--- config.mk ---
export PLATFORM = sky130hd
export DESIGN_NAME = bcd2b
export DESIGN_NICKNAME = d
export VERILOG_FILES = /design/src/rtl/bcd2b.sv
export SDC_FILE = /design/constraint.sdc
export NUM_CORES = 1
export LEC_CHECK = 0
export CAP_MARGIN = 20
export CORE_UTILIZATION = 40
export CTS_CLUSTER_DIAMETER = 60
export DETAILED_ROUTE_END_ITERATION = 7
export PLACE_DENSITY = 0.72
export SLEW_MARGIN = 20
export SYNTH_ARGS = -nofsm -noshare
export SYNTH_HDL_FRONTEND = slang
export SYNTH_SLANG_ARGS = --single-unit
--- constraint.sdc ---
create_clock -name i_clk -period 2.9 [get_ports i_clk]
set_input_delay 0.58 -clock i_clk [delete_from_list [all_inputs] [get_ports i_clk]]
set_output_delay 0.58 -clock i_clk [all_outputs]
set_load 0.02 [all_outputs]
--- src/rtl/bcd2b.sv ---
// Iterative BCD-to-binary converter: one digit per clock, MSD first, acc = acc*10 + digit.
// Define BCD2B_CHECK_EN to compile in digit validity checking (err output); otherwise err is 0.
module bcd2b #(
  parameter int unsigned DIGITS = 4,
  parameter int unsigned BW     = 14
) (
  input  logic                  i_clk,
  input  logic                  i_rst,
  input  logic                  i_start,
  input  logic [4*DIGITS-1:0]   i_bcd_in,
  output logic                  o_busy,
  output logic                  o_done,
  output logic [BW-1:0]         o_bin_out,
  output logic                  o_err
);

  localparam int unsigned CW = (DIGITS > 1) ? $clog2(DIGITS) : 1;
  localparam logic [CW-1:0] LastIdx = CW'(DIGITS - 1);

  typedef enum logic [0:0] {StIdle, StConv} state_e;

  state_e              r_state;
  logic [4*DIGITS-1:0] r_shreg;
  logic [BW-1:0]       r_acc;
  logic [CW-1:0]       r_cnt;
  logic                r_done;
  logic [BW-1:0]       r_bin;
  logic                r_err;

  logic [3:0]          w_digit;
  logic [BW-1:0]       w_acc_next;
  logic                w_err_next;

  assign w_digit    = r_shreg[4*DIGITS-1 -: 4];
  // acc*10 as acc*8 + acc*2, truncated to BW bits
  assign w_acc_next = (r_acc << 3) + (r_acc << 1) + BW'(w_digit);

`ifdef BCD2B_CHECK_EN
  logic r_err_flag;
  assign w_err_next = r_err_flag | (w_digit > 4'd9);
`else
  assign w_err_next = 1'b0;
`endif

  always_ff @(posedge i_clk) begin
    if (i_rst) begin
      r_state <= StIdle;
      r_shreg <= '0;
      r_acc   <= '0;
      r_cnt   <= '0;
      r_done  <= 1'b0;
      r_bin   <= '0;
      r_err   <= 1'b0;
`ifdef BCD2B_CHECK_EN
      r_err_flag <= 1'b0;
`endif
    end else begin
      r_done <= 1'b0;
      unique case (r_state)
        StIdle: begin
          if (i_start) begin
            r_shreg <= i_bcd_in;
            r_acc   <= '0;
            r_cnt   <= '0;
`ifdef BCD2B_CHECK_EN
            r_err_flag <= 1'b0;
`endif
            r_state <= StConv;
          end
        end
        StConv: begin
          r_acc   <= w_acc_next;
          r_shreg <= r_shreg << 4;
          r_cnt   <= r_cnt + 1'b1;
`ifdef BCD2B_CHECK_EN
          r_err_flag <= w_err_next;
`endif
          if (r_cnt == LastIdx) begin
            r_bin   <= w_err_next ? '0 : w_acc_next;
            r_err   <= w_err_next;
            r_done  <= 1'b1;
            r_state <= StIdle;
          end
        end
        default: r_state <= StIdle;
      endcase
    end
  end

  assign o_busy    = (r_state == StConv);
  assign o_done    = r_done;
  assign o_bin_out = r_bin;
  assign o_err     = r_err;

endmodule

==> results of run 1 <==
## metrics by stage
| step | utilization (%) | std cells | hold slack (ns) | power (mW) | cell area [um^2] |
|---|---|---|---|---|---|
| 6_report | 50.02 | 388 | 0.4584 | 1.295 | 2979 |
| 5_1_grt | 50.02 | 388 | 0.4848 | 1.356 | 2979 |
| 4_1_cts | 50.02 | 388 | 0.4599 | 1.310 | 2979 |
| 3_5_place_dp | 48.13 | 380 | 0.4465 | 0.8277 | 2867 |
| 3_3_place_gp | 48.13 | 380 | 0.4458 | 0.8248 | 2867 |
| 2_1_floorplan | - | 286 | 0.4446 | 0.7810 | 2481 |
## cells by family (layout without fill, tap and decap cells)
family | after synthesis | after routing | share of synthesized area, %
buffers and inverters | 29 | 56 | 4.690
adders and majority gates | 25 | 25 | 13.21
and+or+nand+nor | 98 | 98 | 19.11
DFF | 47 | 47 | 37.92
other | 1 | 1 | 0.1511
xor gates and xnor gates | 9 | 9 | 3.177
AOI/OAI and AO/OA | 60 | 60 | 14.88
muxes | 17 | 17 | 6.858
## layout make-up
cell class              instances  area share (%)
flip-flops and latches         47           31.58
clock buffers                   5           2.310
multi-input cells             210           47.80
well taps                      75           3.150
inverters                      10           1.260
repair buffers                 38           12.43
clock inverters                 3           1.470
## report_power, final
part	leakage [nW]	internal, mW	switching (mW)
clock network	0.0581	0.257	0.226
registers	0.382	0.663	0.0132
logic	0.829	0.0645	0.0722
total	1.27	0.984	0.311
## worst paths after layout
check / startpoint / end / depth (start not counted)
max: r_shreg[15] / o_bin_out[13] / 10
min: o_bin_out[2] / o_bin_out[2] / 2
max reg2reg: r_shreg[15] / o_bin_out[13] / 10
min reg2reg: o_bin_out[2] / o_bin_out[2] / 2
## cell usage after synthesis, types with 3 or more instances
library cell,instances
xor2_1,5
dfxtp_1,47
nor3b_1,7
nand2_1,18
o211ai_1,3
nand3b_1,7
ha_1,23
xnor2_1,4
mux2i_1,17
buf_2,3
nor3_1,9
nand3_1,5
nor2b_1,3
a31oi_1,4
clkbuf_1,12
nor2_1,40
a21oi_1,31
a211oi_1,4
o21ai_0,7
buf_1,3
inv_1,10
## state kept, by name, indices dropped and copies added (netlist names)
signal and count:
o_busy 1, r_acc 13, o_done 1, r_cnt 2, r_shreg 16, o_bin_out 14
## worst min-delay path, delay by kind of cell (launching register included)
kind	cells	cell delay [ns]
simple gates	1	0.05
flops	1	0.32
compound gates	1	0.05
## per-layer routing
metal / global-route usage (%) / up-vias / part of all wire (%)
met5: 0 / - / 0
met2: 28.81 / 41 / 48
met4: 4.643 / 0 / 1.2
li1: - / 1042 / -
met3: 3.933 / 7 / 3.9
met1: 20.29 / 927 / 47
==> flow_summary.toml, run 1 <==
[synthesis]
ys_seq_area_share_pct = 37.92
synth.top_cells.by_area = "dfxtp_1 38%, ha_1 12%, mux2i_1 6.9%"
yosys.area.top_type = "dfxtp_1"
synth_seq_cells = 47
synth_edf_count = 0
ys_types = 40
synth_nets = 330
async_flop_share_pct = 0
synth_top_area_share_pct = 37.92
avgSynthCellArea_um2 = 8.675
mappedNetlistArea_mm2 = 0.002481
yosys_warnings = 0
ys.flop_type = "dfxtp_1"
synthCells = 286

[placement]
gp_congestion = 0.8006
portBuffers = 34
pre_cts_ws_ns = 0.2477
hpwl_um = 3592

[timing]
setup_tns_ns = 0
rsz0062_at_grt = "no"
hold_viol = 0
setup_viol = 0
finalCriticalPeriod_ns = 2.684
finClkSkew_ns = 0.007052
setup_ws_ns = 0.2165
max_freq_mhz = 372.6
finalCritPeriodShare_pct = 92.54
slew_viol_final = 0

[cells_and_area]
regArea_um2 = 940.9
final_cell_mix = "47 x dfxtp_1, 40 x nor2_1, 34 x clkdlybuf4s50_1, 31 x a21oi_1, 23 x ha_1"
diodes = 0
syn2layout_area_growth_pct = 20.07
drive_gt1_share_pct = 4.792
layout_commonest_cell = "dfxtp_1"
fillCellCount = 587
multiInputGateArea_mm2 = 0.001424
layout.nets = 356

[global_route]
grt_usage_pct = 16.55
antenna_found_initial = 0
grt_pass1_vias = 1888
grt_remaining_overflow = 0
grt_first_pass_wirelength_um = 8500
grt_max_degree = 51

[drt]
drt-wirelength-per-cell_um = 12.85
drc = 0
dr.first_iter.drc_count = 57
vias = 2017
firstDrtPassIters = 4
drt-total-wl_um = 4986
postRouteAntennaNets = 0
avgViaCountPerCell = 5.198

[critical_path]
end_kind = "flop"
cp_cell_sequence = "inv_1 -> fa_1 -> inv_1 -> ha_1 -> a21o_1 -> nand4_1 -> a31oi_1 -> o2111a_1 -> or4_1 -> o221ai_1"
slowest_stage = "fa_1"
critPathMaxFanout = 3
reg2reg_slack_ns = 0.22
path_buf_inv = 2
critical_path.startpoint_type = "flop"
cp_data_required_time_ns = 3.12
slowest_delay_ns = 0.59
critical_path.top_delay_family = "adder cells"
path_common_cell = "inv_1"
critical_path_class = "reg -> reg"
cp.arrival_ns = 2.90

[clocking]
clk-insertion-delay-late_ns = 0.30
path_clk_slew_ns = 0.09
cts_tree = "done"
tritoncts.num_buffers = 5
root_buffer = "clkbuf_8"
ctsHoldBuffers = 0
cts.sinks = 47
h-tree-depth = 2
clockBufferDepth = 2
cts_setup_buffers = 0
ctsResizeCount = 0

[power]
cellPowerDensity_mw_per_mm2 = 434.8
p_leak_nw = 1.269
irDropWorstVdd_mv = 0.2404

[floorplan]
die_area_mm2 = 0.006522
fp.coreArea_mm2 = 0.005956
die_x_um = 80.76
rows = 28
die_height_um = 80.76
start_util_pct = 41.66
ioPinCount = 36

[min_path]
worstHoldPathType = "reg -> reg"

[run]
drv_cap = 0

[status]
status = "completed"
Power figures use the tool's default switching activity.
==> inputs of run 2 (changes only) <==
clock period = 2.5 ns   (was 2.9 ns; I/O delays follow)
==> run 2 against run 1 <==
  * The flow now finishes with violations (negative setup slack)
  * Sequential power rose by 16%
  * Clock power rose by 21%
  * Core utilization rose by 1.8 points
  * First-iteration DRC count rose by 51%
  * Clock skew rose by 0.00063 ns
  * Power rose by 19%
  * Maximum frequency rose by 6.8%
  * Register-to-register slack got worse by 0.23 ns
  * Combinational power rose by 25%
  * Critical endpoint unchanged
  * Largest power group unchanged
  * Highest routed layer unchanged
==> flow_summary.toml, run 2 (synthesis results as in run 1) <==
[drt]
dr.first_iter.drc_count = 86
drc = 0
drt-wirelength-per-cell_um = 13.60
postRouteAntennaNets = 0
drt-total-wl_um = 5358
vias = 2058
firstDrtPassIters = 4
avgViaCountPerCell = 5.223

[cells_and_area]
drive_gt1_share_pct = 11.29
largest-register = "r_shreg"
layout_commonest_cell = "dfxtp_1"
layout.nets = 362
syn2layout_area_growth_pct = 24.46
fillCellCount = 563
diodes = 0
final_cell_mix = "44 x dfxtp_1, 39 x nor2_1, 34 x clkdlybuf4s50_1, 31 x a21oi_1, 22 x ha_1"
largest_reg_flops = 16
final_cell_area_mm2 = 0.003088

[clocking]
path_clk_slew_ns = 0.09
ctsHoldBuffers = 0
tritoncts.num_buffers = 5
cts_tree = "done"
h-tree-depth = 2
cts.sinks = 47
clk-insertion-delay-late_ns = 0.31
root_buffer = "clkbuf_8"
clockBufferDepth = 2

[critical_path]
slowest_stage = "fa_2"
critical_path.startpoint_type = "flop"
reg2reg_slack_ns = -0.01
reg2regPathDepth = 10
cp_cell_sequence = "inv_2 -> fa_2 -> inv_1 -> ha_1 -> a21o_1 -> nand4_1 -> a31oi_2 -> o2111a_1 -> or4_1 -> o221ai_1"
r2r_start = "r_shreg[15]"
critical_path.top_delay_family = "adder cells"
end_kind = "flop"
critical_path_class = "reg -> reg"
path_buf_inv = 2
worstSetupPathDepth = 10
cp-startpoint = "r_shreg[15]"
rr_endpoint = "o_bin_out[13]"
critPathMaxFanout = 3
cp.arrival_ns = 2.74
cp_data_required_time_ns = 2.73
cp-endpoint = "o_bin_out[13]"
slowest_delay_ns = 0.57

[placement]
pre_cts_ws_ns = -0.04137
placed_area_mm2 = 0.002903
portBuffers = 34
hpwl_um = 3653
gp_congestion = 0.8342

[run]
drv_cap = 0

[global_route]
grtUsageMet2_pct = 29.32
antenna_found_initial = 0
grt_remaining_overflow = 0
use_met1_pct = 21.30
grt_use_met3_pct = 4.382
grt_pass1_vias = 1889
grt_first_pass_wirelength_um = 8714
grt_max_degree = 48
grt_busiest_layer = "met2"
grt_usage_pct = 17.37

[floorplan]
ioPinCount = 36
rows = 28
die_area_mm2 = 0.006522
fp.coreArea_mm2 = 0.005956
start_util_pct = 41.66
die_height_um = 80.76
die_x_um = 80.76

[timing]
rsz0062_at_grt = "yes"
hold_viol = 0
finalCriticalPeriod_ns = 2.513
finClkSkew_ns = 0.007679
max_freq_mhz = 397.9
slew_viol_final = 0
setup_viol = 1
finalCritPeriodShare_pct = 100.5
setup_ws_ns = -0.01300

[power]
seqPwrFrac_pct = 50.9
irDropWorstVdd_mv = 0.3656
swShare_pct = 24.87
clock_power_share_pct = 37.9
comb_power_share_pct = 11.1
cellPowerDensity_mw_per_mm2 = 497.5
p_leak_nw = 1.303
internal_power_mw = 1.154
p_switching_uw = 382.1

[status]
status = "finished with violations"
violations = "negative setup slack"

[min_path]
worstHoldPathType = "reg -> reg"
-- run 2: cell types whose count changed in the layout (fill, tap and decap cells not counted), sizes merged --
cell / previous run / this run
buf: 4 / 10
clkinv: 2 / 1
inv: 10 / 11
-- run 2: repair_timing --
action	in CTS	in global routing
gates cloned	0	0
buffers inserted	0	3
pin swaps	10	11
setup endpoints to repair	6	9
resized for setup	5	12
-- run 2: through the flow --
step	TNS [ns]	utilization, %	hold WS (ns)	cells	power, mW
finish	-0.01300	51.85	0.4603	394	1.536
global route	-0.7315	51.85	0.4907	394	1.609
floorplan	0	-	0.4446	286	0.9060
global placement	0	48.74	0.4464	383	0.9618
CTS	-0.1247	50.74	0.4645	391	1.547
detailed placement	-0.07275	48.74	0.4513	383	0.9656
-- run 2: worst reg2reg max path, stage by stage (launching register included) --
cell and delay [ns]:
dfxtp_2 0.34, inv_2 0.04, fa_2 0.57, inv_1 0.04, ha_1 0.27, a21o_1 0.18, nand4_1 0.14, a31oi_2 0.11
o2111a_1 0.27, or4_1 0.39, o221ai_1 0.07
-- run 2: metal layers --
metal  up-vias  wire, um
li1       1054         -
met1       942      2449
met2        46      2564
met3        16       211
met4         0       132
met5         -         0
-- run 2: cell type report --
| class | instances | area (um^2) | share of cell area, % |
|---|---|---|---|
| flip-flops and latches | 47 | 944.7 | 30.59 |
| inverters | 10 | 37.54 | 1.216 |
| repair buffers | 44 | 427.9 | 13.86 |
| clock inverters | 3 | 47.55 | 1.540 |
| multi-input cells | 210 | 1468 | 47.53 |
| well taps | 75 | 93.84 | 3.039 |
| clock buffers | 5 | 68.82 | 2.229 |
-- run 2: power groups by stage --
stage	logic, mW	clock network, mW	registers (mW)
finish	0.171	0.583	0.783
global route	0.189	0.634	0.786
CTS	0.167	0.597	0.783
global placement	0.163	0	0.799
floorplan	0.108	0	0.798
detailed placement	0.166	0	0.800
-- run 2: how the worst min path moves through the flow --
stage	slack [ns]	cells after the start	startpoint	end
after floorplan	0.44	2	r_shreg[12]	o_bin_out[0]
after global placement	0.45	2	o_bin_out[7]	o_bin_out[7]
after detailed placement	0.45	2	o_bin_out[5]	o_bin_out[5]
after CTS	0.46	2	o_bin_out[5]	o_bin_out[5]
after global routing	0.49	2	o_bin_out[1]	o_bin_out[1]
final	0.46	2	o_bin_out[7]	o_bin_out[7]
